`src/rtl/dpwm_pkg.sv`:
```
// rtl/dpwm_pkg.sv - shared state encoding and default widths for the DPWM duty scheduler
package dpwm_pkg;

  typedef logic [1:0] dpwm_state_t;

  localparam dpwm_state_t ST_IDLE  = 2'd0;
  localparam dpwm_state_t ST_RAMP  = 2'd1;
  localparam dpwm_state_t ST_RUN   = 2'd2;
  localparam dpwm_state_t ST_FAULT = 2'd3;

  localparam int DUTY_W_DEF   = 11;
  localparam int DUTY_LIM_DEF = 1000;
  localparam int STEP_MAX_DEF = 8;

endpackage

```
`src/rtl/dpwm_slew_step.sv`:
```
// rtl/dpwm_slew_step.sv - one-phase slew step: move current toward target by at most STEP_MAX
module dpwm_slew_step
  import dpwm_pkg::*;
#(
  parameter int DUTY_W   = DUTY_W_DEF,
  parameter int STEP_MAX = STEP_MAX_DEF
) (
  input  logic signed [DUTY_W-1:0] cur,
  input  logic signed [DUTY_W-1:0] tgt,
  output logic signed [DUTY_W-1:0] nxt
);

  // Difference is one bit wider so full-scale swings cannot wrap.
  localparam logic signed [DUTY_W:0]   STEP_P_WIDE = (DUTY_W+1)'(STEP_MAX);
  localparam logic signed [DUTY_W:0]   STEP_N_WIDE = -STEP_P_WIDE;
  localparam logic signed [DUTY_W-1:0] STEP_P      = DUTY_W'(STEP_MAX);

  logic signed [DUTY_W:0] diff;

  always_comb begin
    diff = $signed({tgt[DUTY_W-1], tgt}) - $signed({cur[DUTY_W-1], cur});
    if (diff > STEP_P_WIDE) begin
      nxt = cur + STEP_P;
    end else if (diff < STEP_N_WIDE) begin
      nxt = cur - STEP_P;
    end else begin
      nxt = tgt;
    end
  end

endmodule

```
`src/rtl/dpwm_duty_sched.sv`:
```
// rtl/dpwm_duty_sched.sv - three-phase duty scheduler with staged commands, slew limiting and fault handling
module dpwm_duty_sched
  import dpwm_pkg::*;
#(
  parameter int DUTY_W   = DUTY_W_DEF,
  parameter int STEP_MAX = STEP_MAX_DEF,
  parameter int DUTY_LIM = DUTY_LIM_DEF
) (
  input  logic                     clk,
  input  logic                     rst,
  input  logic                     en,
  input  logic                     fault,
  input  logic                     clr_fault,
  input  logic                     sync,
  input  logic                     cmd_valid,
  output logic                     cmd_ready,
  input  logic signed [DUTY_W-1:0] cmd_duty_a,
  input  logic signed [DUTY_W-1:0] cmd_duty_b,
  input  logic signed [DUTY_W-1:0] cmd_duty_c,
  output logic signed [DUTY_W-1:0] duty_a,
  output logic signed [DUTY_W-1:0] duty_b,
  output logic signed [DUTY_W-1:0] duty_c,
  output logic                     gate_en,
  output logic [1:0]               state
);

  localparam logic signed [DUTY_W-1:0] LIM_P = DUTY_W'(DUTY_LIM);
  localparam logic signed [DUTY_W-1:0] LIM_N = -LIM_P;

  dpwm_state_t state_q, state_d;
  logic        gate_en_q, gate_en_d;
  logic        pending_q, pending_d;

  logic signed [DUTY_W-1:0] duty_q [3];
  logic signed [DUTY_W-1:0] duty_d [3];
  logic signed [DUTY_W-1:0] tgt_q  [3];
  logic signed [DUTY_W-1:0] tgt_d  [3];
  logic signed [DUTY_W-1:0] stg_q  [3];
  logic signed [DUTY_W-1:0] stg_d  [3];
  logic signed [DUTY_W-1:0] cmd_in [3];
  logic signed [DUTY_W-1:0] cmd_clamped [3];
  logic signed [DUTY_W-1:0] eff_tgt  [3];
  logic signed [DUTY_W-1:0] step_nxt [3];

  logic accept;
  logic all_at;

  function automatic logic signed [DUTY_W-1:0] clamp_duty(input logic signed [DUTY_W-1:0] v);
    logic signed [DUTY_W-1:0] r;
    if (v > LIM_P) begin
      r = LIM_P;
    end else if (v < LIM_N) begin
      r = LIM_N;
    end else begin
      r = v;
    end
    return r;
  endfunction

  assign cmd_in[0] = cmd_duty_a;
  assign cmd_in[1] = cmd_duty_b;
  assign cmd_in[2] = cmd_duty_c;

  assign cmd_ready = !pending_q && (state_q != ST_FAULT);
  assign accept    = cmd_valid && cmd_ready;

  // A staged command is promoted on this sync, so the step must aim at it already.
  genvar gi;
  generate
    for (gi = 0; gi < 3; gi++) begin : g_phase
      assign cmd_clamped[gi] = clamp_duty(cmd_in[gi]);
      assign eff_tgt[gi]     = pending_q ? stg_q[gi] : tgt_q[gi];

      dpwm_slew_step #(
        .DUTY_W   (DUTY_W),
        .STEP_MAX (STEP_MAX)
      ) u_slew (
        .cur (duty_q[gi]),
        .tgt (eff_tgt[gi]),
        .nxt (step_nxt[gi])
      );
    end
  endgenerate

  always_comb begin
    all_at = 1'b1;
    for (int i = 0; i < 3; i++) begin
      if (step_nxt[i] != eff_tgt[i]) all_at = 1'b0;
    end
  end

  always_comb begin
    state_d   = state_q;
    duty_d    = duty_q;
    tgt_d     = tgt_q;
    stg_d     = stg_q;
    pending_d = pending_q;

    if (accept) begin
      stg_d     = cmd_clamped;
      pending_d = 1'b1;
    end

    if (fault) begin
      state_d   = ST_FAULT;
      duty_d    = '{default: '0};
      tgt_d     = '{default: '0};
      stg_d     = '{default: '0};
      pending_d = 1'b0;
    end else begin
      case (state_q)
        ST_IDLE: begin
          if (en) state_d = ST_RAMP;
        end
        ST_RAMP, ST_RUN: begin
          if (!en) begin
            state_d   = ST_IDLE;
            duty_d    = '{default: '0};
            tgt_d     = '{default: '0};
            pending_d = 1'b0;
          end else if (sync) begin
            duty_d = step_nxt;
            if (pending_q) begin
              tgt_d     = stg_q;
              pending_d = 1'b0;
            end
            if (state_q == ST_RAMP && all_at) state_d = ST_RUN;
          end
        end
        default: begin
          if (clr_fault) state_d = ST_IDLE;
        end
      endcase
    end

    gate_en_d = (state_d == ST_RAMP) || (state_d == ST_RUN);
  end

  always_ff @(posedge clk) begin
    if (!rst) begin
      state_q   <= ST_IDLE;
      gate_en_q <= 1'b0;
      pending_q <= 1'b0;
      duty_q    <= '{default: '0};
      tgt_q     <= '{default: '0};
      stg_q     <= '{default: '0};
    end else begin
      state_q   <= state_d;
      gate_en_q <= gate_en_d;
      pending_q <= pending_d;
      duty_q    <= duty_d;
      tgt_q     <= tgt_d;
      stg_q     <= stg_d;
    end
  end

  assign duty_a  = duty_q[0];
  assign duty_b  = duty_q[1];
  assign duty_c  = duty_q[2];
  assign gate_en = gate_en_q;
  assign state   = state_q;

endmodule

```
`config.mk`:
```
export PLATFORM = sky130hd
export DESIGN_NAME = dpwm_duty_sched
export DESIGN_NICKNAME = d
export VERILOG_FILES = /design/src/rtl/dpwm_pkg.sv /design/src/rtl/dpwm_slew_step.sv /design/src/rtl/dpwm_duty_sched.sv
export SDC_FILE = /design/constraint.sdc
export NUM_CORES = 1
export LEC_CHECK = 0
export ABC_AREA = 0
export CORE_MARGIN = 4
export CORE_UTILIZATION = 53
export DETAILED_ROUTE_END_ITERATION = 8
export PLACE_DENSITY = 0.82
export REMOVE_ABC_BUFFERS = 1
export SLEW_MARGIN = 20
export SYNTH_ARGS = -nofsm -noshare
export SYNTH_HDL_FRONTEND = slang
export SYNTH_HIERARCHICAL = 1
export SYNTH_SLANG_ARGS = --single-unit
```
`constraint.sdc`:
```
create_clock -name clk -period 4.7 [get_ports clk]
set_input_delay 1.175 -clock clk [delete_from_list [all_inputs] [get_ports clk]]
set_output_delay 1.175 -clock clk [all_outputs]
set_load 0.005 [all_outputs]
```
**Word-level counts from Yosys, hierarchy flattened**

Cells that the tools add are included.

- Add/sub/neg operators: 9
- Magnitude comparators: 12
- Equal/unequal tests: 10
- Muxes and demuxes: 35
- Bitwise gates (word level): 1
- Reductions and logical operators: 10

Operator list:

| cell | number |
|---|---|
| 11-bit two-way mux | 15 |
| 33-bit two-way mux | 5 |
| 12-bit by 5-bit greater-than comparator with 1-bit output, second input constant | 3 |
| 12-bit by 4-bit < comparator with 1-bit output, second input constant | 3 |
| 11-bit by 11-bit subtractor with 12-bit output | 3 |
| 11-bit by 5-bit adder with 11-bit output, second input constant | 3 |
| 11-bit greater-than comparator, second input constant | 3 |
| 11-bit < comparator, second input constant | 3 |
| 11-bit inequality test | 3 |
| 11-bit by 5-bit subtractor with 11-bit output, second input constant | 3 |
| 2-bit two-way mux | 6 |
| 1-bit two-way mux | 8 |
| 2-bit by 1-bit == test with 1-bit output, second input constant | 2 |
| 2-bit == test, second input constant | 2 |
| 2-bit by 1-bit inequality test with 1-bit output, second input constant | 2 |
| 2-bit one-hot mux with 2 select lines | 1 |
| 2-bit OR reduction | 2 |
| 1-bit logical AND | 3 |
| 3-bit AND reduction | 1 |
| 2-bit zero test | 1 |
| 2-bit inequality test, second input constant | 1 |
| 2-bit AND reduction | 1 |
| 1-bit zero test | 1 |
| 1-bit logical OR | 1 |
| 1-bit NOT | 1 |

- Register bits after elaboration: 103
- Input bits: 40
- Output and inout port bits: 37
- Word-level logic and storage cells: 89

**Depth between registers and ports, before layout**

- Word-level depth: 17
- Gate-level depth with buffers: 24
- Depth with buffers taken out: 21

**Hierarchy**

The synthesis kept the hierarchy.

By module, submodules not included:

| module | instances | cells an instance | area each (um^2) | seq. area each (um^2) |
|---|---|---|---|---|
| dpwm_duty_sched | 1 | 524 | 4672.0 | 2062.0 |
| dpwm_slew_step | 3 | 137 | 1024.7 | 0.0 |

**Worst setup path after synthesis**

No wires, ideal clock.

- Path type: register to register
- From: register pending_q
- To: register gate_en_q, in the netlist gate_en
- Setup time: 0.065 ns
- Arrival: 4.614 ns
- Data required time: 4.635 ns
- Path slack: 0.021 ns
- Stages on the path, launching flop included: 25
- Buffers on the path: 3
- Clock period less this slack: 4.679 ns
- Cells stage by stage: dfxtp_1 buf_6 buf_8 buf_8 mux2i_1 inv_1 inv_1 ha_1 inv_1 fa_1 a211oi_1 o21bai_1 a311oi_1 xnor2_1 nor2_1 and3_2 mux2i_4 mux2_2 xnor2_1 nor4_1 nand4_1 o31ai_2 a221oi_1 xor2_1 nor2b_1

RTL lines:

| element | RTL line | text |
|---|---|---|
| from (decl) | dpwm_duty_sched.sv:32 | `logic pending_q, pending_d;` |
| from (signal assigned) | dpwm_duty_sched.sv:150 | `pending_q <= pending_d;` |
| to (signal assigned) | dpwm_duty_sched.sv:149 | `gate_en_q <= gate_en_d;` |
| to (decl) | dpwm_duty_sched.sv:31 | `logic gate_en_q, gate_en_d;` |

==> metrics.txt <==
largest net degree at the start of global routing=48; CP max stage delay=410 ps; grt met3 use=under 10%; worst vdd ir=roughly 0.00027 V; Hold WS=~500 ps; Initial DRC Count=1139; met2 Usage GRT=around 47%; Yosys reg bits=103; setup ws final=-381.4 ps; fin crit share=108.1%; clock latency at the later pin of the worst-skew pair=between 300 and 400 ps; critical path class=flop to flop; hold_buf cts=0; part of the Yosys area used for sequential elements=between 20% and 30%; # IOs=between 70 and 80; Hold Crit Depth=2; commonest non-fill, non-tap cell in the layout=nor2_1; clock buffer depth=2; ranking of synthesized cells by area=dfxtp_1 (27%), a22oi_1 (8.7%), ha_1 (7.3%); Critical Path Stages=23; clock slew at reported path FFs=approximately 70 ps; Worst Setup SP=pending_q$_SDFF_PP0_; R2R Path Start=pending_q$_SDFF_PP0_; reg2reg end=gate_en$_SDFF_PN0_; fin nets=around 1.2k; CP Capture Type=flop; Max Freq=196.8 MHz; MaxCap Viol Count=0; adder-cell share of the synthesized area=a little over 8%; drc violations=0; row count=43; Post-Synth Simple-Gate Area=17.67%; Final min period=between 5000 and 6000 ps; status=complete, but fails checks; Global Route Usage Sum=27.93%; Worst Setup Start Kind=flop; final wirelength=28.56 mm; failing checks=negative setup slack; Slew Limit Fails=0; dominant synthesized flop cell=dfxtp_1; R2R cell count=23; Mapped Cells=935; CP top delay family=compound AO/OA/AOI/OAI gates; Synth top area share=26.62%; root buffer cell=clkbuf_16; placed cell count=1237; EDFF count, synth=0; HPWL after DPL=about 17 mm; Die X=128.9 um; Synth Cell Area=a little under 0.008 mm2; proportion of layout cells with a drive suffix above 1=26.36%; CTS tree=yes; Worst path slowest cell=fa_2; setup TNS=-959.5 ps; # clock sinks=just over 100; initial antenna violation count=0; Layout Area Growth over Synthesis=38.86%; flop2flop setup slack=-380 ps; Core Region=0.01410 mm2; commonest non-fill, non-tap cells in the layout=nor2_1 (108), dfxtp_1 (102), buf_4 (95); fin cells=1284; PD cells=around 370 mW/mm2; mux contribution to synthesized area=7.172%; GP Congestion=0.9080; starting density of the core=a little over half; grt peak-use layer=met2; via/cell ratio=around 6.7; CP cell instances=buf_12, buf_12, mux2i_4, inv_2, fa_2, a211oi_2, o21bai_1, a311oi_1, xnor2_1, nand2_1, nor3_2, mux2i_4, buf_4, buf_6, o21a_1, xor2_1, nor4_4, nand3_4, buf_6, o31ai_4, a221oi_2, xor2_1, nor2b_1; Synth area leader=dfxtp_1; Num CTS Buffers=9; M1 GR Usage=between 30% and 40%; largest fanout on the critical path=12; Slew @ Worst Pin=955.7 ps; vias in the first global route=7796; die area=0.01661 mm2; Fin Clk Skew=8.901 ps; # diodes=0; Slew Limit Headroom=36.13%; WL/cell=22.24 um; IO buf count=76; DR pass1 iterations=8; async set-reset flop share out of synthesis=0%; Overflow after GRT=0; Post-Synth XOR/XNOR Area=9.901%; largest family of logic cells by synthesized area=compound AO/OA/AOI/OAI gates; Final Hold Vio Count=0; Min-Delay Path Class=flop to flop; Antenna Nets Post-Route=0; Die Ht=128.9 um; H-tree levels=3; CP arrival=5320 ps; worst endpoint required time=4940 ps; DR vias=between 8k and 9k; compound-cell area share of the yosys netlist=between 20 and 25%; synthesized area per cell=a little over 8 um2; hold path start=stg_q[15]$_SDFFE_PP0P_; Setup-failing EPs final=3; WP buf/inv=6; synthesis warning total=6; LEAKAGE=0.004322 uW; first-pass GRT wire length=around 38 mm; RSZ-0062 raised after global routing=true; pre-CTS setup slack=-191.6 ps; Synth cell types=61; hold endpoint=stg_q[15]$_SDFFE_PP0P_
worst reg2reg max path: stages, from the launching register on:
cell,delay [ps]
dfxtp_4,370
buf_12,130
buf_12,160
mux2i_4,270
inv_2,90
fa_2,410
a211oi_2,290
o21bai_1,140
a311oi_1,330
xnor2_1,200
nand2_1,150
nor3_2,280
mux2i_4,190
buf_4,190
buf_6,110
o21a_1,210
xor2_1,200
nor4_4,390
nand3_4,150
buf_6,160
o31ai_4,180
a221oi_2,100
xor2_1,210
nor2b_1,60
logic make-up after synthesis:
| logic type | after synthesis |
|---|---|
| compound gates | 260 |
| xor+xnor | 85 |
| fa+ha+maj | 48 |
| buf+inv | 117 |
| flops | 103 |
| mux | 48 |
| simple gates | 274 |
metrics by stage:
stage,utilization [%],cell area (um2),total power (uW)
3_3_place_gp,65.23,9195,2439
6_report,76.31,10760,4007
4_1_cts,70.58,9948,3449
5_1_grt,76.31,10760,4117
2_1_floorplan,-,7574,1951
3_5_place_dp,65.23,9195,2467
power breakdown:
part / switching, uW / total (uW) / internal, uW
Sequential: 31.7 / 926 / 894
Combinational: 1160 / 2270 / 1110
Clock: 340 / 807 / 467
worst max path at each step:
stage	slack, ps	endpoint
3_5_place_dp	-190	gate_en$_SDFF_PN0_
4_1_cts	2	gate_en$_SDFF_PN0_
3_3_place_gp	-90	gate_en$_SDFF_PN0_
2_1_floorplan	-660	gate_en$_SDFF_PN0_
5_1_grt	-540	gate_en$_SDFF_PN0_
6_report	-380	gate_en$_SDFF_PN0_
final cells by class:
class                      count  area (um2)
multi-input combinational    715        6127
fill                         835        3339
sequential                   103        2066
timing repair buffer         190        1723
inverter                      81       304.0
clock buffer                  10       229.0
tap                          180       225.2
clock inverter                 5       82.58
cells in the mapped netlist, drive strengths merged (27+ instances only):
library cell / count
nor3: 27
a22oi: 90
ha: 45
xnor2: 61
nor2: 110
inv: 81
dfxtp: 103
o21ai: 39
clkbuf: 32
a21oi: 47
registers in the layout, indices dropped and copies added, names as in the netlist:
| signal | flops |
|---|---|
| duty_a | 11 |
| duty_b | 11 |
| duty_c | 11 |
| gate_en | 1 |
| pending_q | 1 |
| state | 2 |
| stg_q | 33 |
| tgt_q | 33 |
timing repair:
action                                  4_1_cts  5_1_grt
pin swaps                                    42       52
gates resized for setup                      69      109
endpoints found under the hold margin         0        0
setup buffers                                11       22
endpoints found under the setup margin        3        3
metal layers:
layer / share of wire (%) / vias to the layer above
li1: - / 3684
met1: 37 / 4046
met2: 47 / 664
met3: 9.1 / 199
met4: 6.7 / 0
met5: 0 / -
No activity file was read; power rests on OpenSTA's default activity.
